==> src/rtl/nbit_seq_alu.sv <==
// Two-stage valid/ready ALU: add/sub/logic/rotate/negate with {Carry, Ovf, Zero, Neg} flags.
// Define NBIT_SEQ_ALU_ACC_EN to add AccSel, which swaps A for the last transferred result.
module nbit_seq_alu #(
   parameter int Width = 8,
   parameter int AmtW  = $clog2(Width)
) (
   input  logic             Clk,
   input  logic             Reset,
   input  logic             InValid,
   output logic             InReady,
   input  logic [2:0]       Sel,
   input  logic [Width-1:0] A,
   input  logic [Width-1:0] B,
   input  logic             CIn,
   input  logic [AmtW-1:0]  RotAmt,
`ifdef NBIT_SEQ_ALU_ACC_EN
   input  logic             AccSel,
`endif
   output logic             OutValid,
   input  logic             OutReady,
   output logic [Width-1:0] Out,
   output logic [3:0]       Flags
);

   typedef enum logic [2:0] {
      OP_ADD  = 3'b000,
      OP_SUB  = 3'b001,
      OP_AND  = 3'b010,
      OP_OR   = 3'b011,
      OP_XOR  = 3'b100,
      OP_ROL  = 3'b101,
      OP_ROR  = 3'b110,
      OP_TWOS = 3'b111
   } op_e;

   logic             r_s1_valid;
   op_e              r_op;
   logic [Width-1:0] r_a;
   logic [Width-1:0] r_b;
   logic             r_cin;
   logic [AmtW-1:0]  r_rot;
   logic             r_s2_valid;
   logic [Width-1:0] r_out;
   logic [3:0]       r_flags;

   logic               w_s2_adv;
   logic [Width-1:0]   w_a;
   logic [Width:0]     w_add;
   logic [Width:0]     w_sub;
   logic [AmtW-1:0]    w_rot_n;
   logic [2*Width-1:0] w_rol;
   logic [2*Width-1:0] w_ror;
   logic [Width-1:0]   w_res;
   logic               w_carry;
   logic               w_ovf;

   // Stage 2 may load when empty or draining; stage 1 may load when stage 2 moves or stage 1 is empty.
   assign w_s2_adv = !r_s2_valid || OutReady;
   assign InReady  = w_s2_adv || !r_s1_valid;
   assign OutValid = r_s2_valid;
   assign Out      = r_out;
   assign Flags    = r_flags;

`ifdef NBIT_SEQ_ALU_ACC_EN
   logic             r_acc_sel;
   logic [Width-1:0] r_acc;
   logic [Width-1:0] w_acc_fwd;

   // A result leaving on this edge is already the most recent one, so forward it.
   assign w_acc_fwd = (r_s2_valid && OutReady) ? r_out : r_acc;
   assign w_a       = r_acc_sel ? w_acc_fwd : r_a;
`else
   assign w_a = r_a;
`endif

   assign w_add   = {1'b0, w_a} + {1'b0, r_b} + {{Width{1'b0}}, r_cin};
   assign w_sub   = {1'b0, w_a} - {1'b0, r_b} - {{Width{1'b0}}, r_cin};
   assign w_rot_n = AmtW'(int'(r_rot) % Width);
   assign w_rol   = {w_a, w_a} << w_rot_n;
   assign w_ror   = {w_a, w_a} >> w_rot_n;

   always_comb begin
      // NOTE: every signal driven here gets a default first, so no path can infer a latch.
      w_res   = '0;
      w_carry = 1'b0;
      w_ovf   = 1'b0;
      case (r_op)
         OP_ADD: begin
            w_res   = w_add[Width-1:0];
            w_carry = w_add[Width];
            w_ovf   = (w_a[Width-1] == r_b[Width-1]) && (w_res[Width-1] != w_a[Width-1]);
         end
         OP_SUB: begin
            w_res   = w_sub[Width-1:0];
            w_carry = w_sub[Width];
            w_ovf   = (w_a[Width-1] != r_b[Width-1]) && (w_res[Width-1] != w_a[Width-1]);
         end
         OP_AND: w_res = w_a & r_b;
         OP_OR:  w_res = w_a | r_b;
         OP_XOR: w_res = w_a ^ r_b;
         OP_ROL: begin
            w_res   = w_rol[2*Width-1:Width];
            w_carry = (w_rot_n != '0) && w_res[0];
         end
         OP_ROR: begin
            w_res   = w_ror[Width-1:0];
            w_carry = (w_rot_n != '0) && w_res[Width-1];
         end
         OP_TWOS: begin
            w_res   = '0 - w_a;
            w_carry = (w_a == '0);
            w_ovf   = (w_a == {1'b1, {(Width-1){1'b0}}});
         end
      endcase
   end

   // NOTE: non-blocking assignments so both stages sample pre-edge values and shift in lockstep.
   always_ff @(posedge Clk) begin
      if (Reset) begin
         r_s1_valid <= 1'b0;
         r_s2_valid <= 1'b0;
         r_out      <= '0;
         r_flags    <= '0;
`ifdef NBIT_SEQ_ALU_ACC_EN
         r_acc      <= '0;
`endif
      end else begin
         if (InReady) r_s1_valid <= InValid;
         if (w_s2_adv) begin
            r_s2_valid <= r_s1_valid;
            if (r_s1_valid) begin
               r_out   <= w_res;
               r_flags <= {w_carry, w_ovf, (w_res == '0), w_res[Width-1]};
            end
         end
`ifdef NBIT_SEQ_ALU_ACC_EN
         if (r_s2_valid && OutReady) r_acc <= r_out;
`endif
      end
   end

   // NOTE: stage-1 payload has no reset; r_s1_valid alone decides whether it is meaningful.
   always_ff @(posedge Clk) begin
      if (InReady && InValid) begin
         r_op  <= op_e'(Sel);
         r_a   <= A;
         r_b   <= B;
         r_cin <= CIn;
         r_rot <= RotAmt;
`ifdef NBIT_SEQ_ALU_ACC_EN
         r_acc_sel <= AccSel;
`endif
      end
   end

endmodule

==> config.mk <==
export PLATFORM = sky130hd
export DESIGN_NAME = nbit_seq_alu
export DESIGN_NICKNAME = d
export VERILOG_FILES = /design/src/rtl/nbit_seq_alu.sv
export SDC_FILE = /design/constraint.sdc
export NUM_CORES = 1
export LEC_CHECK = 0
export ABC_AREA = 1
export CAP_MARGIN = 40
export CELL_PAD_IN_SITES_DETAIL_PLACEMENT = 2
export CELL_PAD_IN_SITES_GLOBAL_PLACEMENT = 2
export CORE_MARGIN = 2
export CORE_UTILIZATION = 34
export DETAILED_ROUTE_END_ITERATION = 8
export PLACE_DENSITY_LB_ADDON = 0.1
export SYNTH_ARGS = -nofsm -noshare
export SYNTH_HDL_FRONTEND = slang
export SYNTH_SLANG_ARGS = --single-unit
==> constraint.sdc <==
create_clock -name Clk -period 4.5 [get_ports Clk]
set_input_delay 0.45 -clock Clk [delete_from_list [all_inputs] [get_ports Clk]]
set_output_delay 0.45 -clock Clk [all_outputs]
set_load 0.01 [all_outputs]
==> impl_metrics.yaml <==
run_status:
  status: "finished clean"
place:
  hpwl_um: 10400
  portBuffers: 40
  gp_congestion: 0.863
global_route:
  grt_pass1_wl_um: 20600
  grt-ovfl-total: 0
  grt_pass1_vias: 3834
  grt_max_degree: 22
  grt_usage_pct: 26.1
  antenna_found_initial: 0
clock_network:
  cts_made_buffers: 5
  cts.clk_slew.worst_paths_ns: 0.09
  clk_latency_ns: 0.31
  cts_tree: "built"
  htreeDepth: 2
  root_buffer: "clkbuf_8"
  cts_sinks: 36
  cts_hold_buf: 0
  clockBufferDepth: 2
  postCtsSetupRepairBufs: 0
  ctsResizeCount: 0
final_layout:
  antenna_cells: 0
  regArea_um2: 951
  fin_nets: 596
  multi_input_area_mm2: 0.00207
  nFillCells: 1211
  synthToLayoutAreaGrowth_pct: 18.7
  drive_gt1_share_pct: 2.80
detailed_routing:
  drtPass1Iterations: 4
  viasPerCell: 5.22
  drt-wirelength-per-cell_um: 19.4
  drtIter0Drc: 117
  drc: 0
  ant_nets: 0
  wl_um: 12900
  routed-via-count: 3487
floorplanning:
  core_area_mm2: 0.00964
  num_io_pins: 41
  die_area_mm2: 0.0106
  dieHeight_um: 103
  rows: 36
  fp.dieW_um: 103
  start_util_pct: 34.7
synthesis:
  seq_area_frac_synth_pct: 28.4
  synthDistinctLibCells: 32
  synth_compound_area_share_pct: 8.27
  yosys.area_share.simple_pct: 38.2
  synth_cells: 499
  postSynthAreaPerCell_um2: 6.70
  synth_top_family_by_area: "simple AND/OR/NAND/NOR gates"
  synthFlopType: "edfxtp_1"
  synthesis.nets: 561
  yosysWarnings: 0
  synth_area_leaders: "edfxtp_1 (21%), nand2_1 (16%), nand3_1 (14%)"
  syn_area_mm2: 0.00334
  ys_async_sr_fraction_pct: 0
  synth_mux_area_share_pct: 0
  synth_top_cell_by_area: "edfxtp_1"
  ys_ff_latch: 36
  yosys.area_share.xor_xnor_pct: 1.31
  synthAdderAreaFrac_pct: 14.0
  synth_edf_count: 23
  synth_top_area_share_pct: 20.7
sta:
  drv_slew: 0
  clock_skew_ns: 0.0128
  rsz0062_at_grt: "no"
  fmax_ghz: 0.324
  setup_violations: 0
  tightest_slew_ns: 0.805
  max_slew_margin_pct: 45.8
  tns_ns: 0
  fin_crit_ns: 3.09
  worst_hold_slack_ns: 0.486
  period_share_pct: 68.6
  hold_violations: 0
worst_setup_path:
  start_kind: "register"
  endpoint_kind: "register"
  r2r_start: "r_a[0]"
  reg2reg_slack_ns: 1.41
  crit_type: "reg2reg"
  worst-endpoint-required_ns: 4.74
  startpoint: "r_a[0]"
  critPathCapture: "Flags[1]"
  path_max_fanout: 7
  rr_worst_depth: 13
  crit_arrival_ns: 3.33
  r2r-end: "Flags[1]"
power_and_ir_drop:
  ir_drop_mv: 0.125
  p_leak_nw: 1.90
  power_mw: 1.06
  p_per_area_mw_per_mm2: 267
worst_hold_path:
  hp-class: "reg2reg"
  min-delay-start: "Flags[1]"
run:
  maxCapViolations: 0
[layer usage]
| metal | vias to the layer above | track usage [%] | share of wire [%] | wire (um) |
|---|---|---|---|---|
| met5 | - | 0 | 0 | 0 |
| met4 | 0 | 4.25 | 1.0 | 131 |
| met3 | 9 | 3.36 | 3.4 | 444 |
| met2 | 51 | 48.6 | 52 | 6790 |
| met1 | 1710 | 32.6 | 43 | 5570 |
| li1 | 1717 | - | - | - |
[stage by stage]
stage	setup WS, ns	cells	utilization, %	cell area (um2)
2_1_floorplan	2.20	499	-	3340
3_3_place_gp	1.64	659	39.7	3830
3_5_place_dp	1.44	660	40.0	3860
4_1_cts	1.41	668	41.2	3970
5_1_grt	1.14	668	41.2	3970
6_report	1.41	668	41.2	3970
[layout make-up]
type                       instances  share of cell area (%)
multi-input combinational        384                    52.0
sequential                        36                    24.0
timing repair buffer              41                    10.8
inverter                          66                    6.24
tap                              133                    4.19
clock buffer                       5                    1.73
clock inverter                     3                    1.07
[how the worst min path moves through the flow]
stage,cells past startpoint,endpoint,slack (ns)
floorplan,2,Flags[1],0.49
global placement,2,Flags[2],0.46
detailed placement,2,Flags[1],0.47
CTS,2,Flags[1],0.49
global route,2,Flags[1],0.52
finish,2,Flags[1],0.49
[cell usage in the layout (no fill, tap or decap), types with 13 or more instances in the layout]
master and n:
nand2_1 139, edfxtp_1 23, inv_1 62, dfxtp_1 13, nand3_1 94, a21oi_1 17
ha_1 31, clkdlybuf4s50_1 40, o21ai_0 24, nor2_1 39
[where the power goes]
part	switching [mW]	total (mW)	internal (mW)
registers	0.0276	0.400	0.373
logic	0.220	0.350	0.131
clock network	0.146	0.310	0.164
[state kept, by name (all words and copies together), names as in the netlist]
register    cells
Flags           4
Out             7
OutValid        1
r_a             8
r_b             8
r_cin           1
r_op            3
r_rot           3
r_s1_valid      1
[worst max-delay path, cell delays in order, from the launching register on]
cell	delay [ns]
edfxtp_1	0.54
fa_1	0.56
inv_1	0.10
ha_1	0.15
nor2_1	0.05
o21ai_0	0.63
nand3_1	0.21
nand2_1	0.13
nand2_1	0.09
nand3_1	0.12
nand3_1	0.11
nor2_1	0.14
nand3_1	0.08
a21oi_1	0.11
[cell families after synthesis]
family,count (synthesis)
xor gates and xnor gates,5
DFF,36
AOI/OAI and AO/OA,51
buffers and inverters,79
adders and majority gates,35
and+or+nand+nor,293
[Yosys cell counts, drive strengths merged, types with 3 or more instances]
library cell  number
fa                 4
inv               64
nor2              39
clkbuf             3
dfxtp             13
or2                3
o21ai             25
o211ai             3
nand3             94
edfxtp            23
ha                31
nand4             12
buf               10
xor2               3
nand2            139
nor3               4
a21oi             17
No activity file was read; power rests on OpenSTA's default activity.
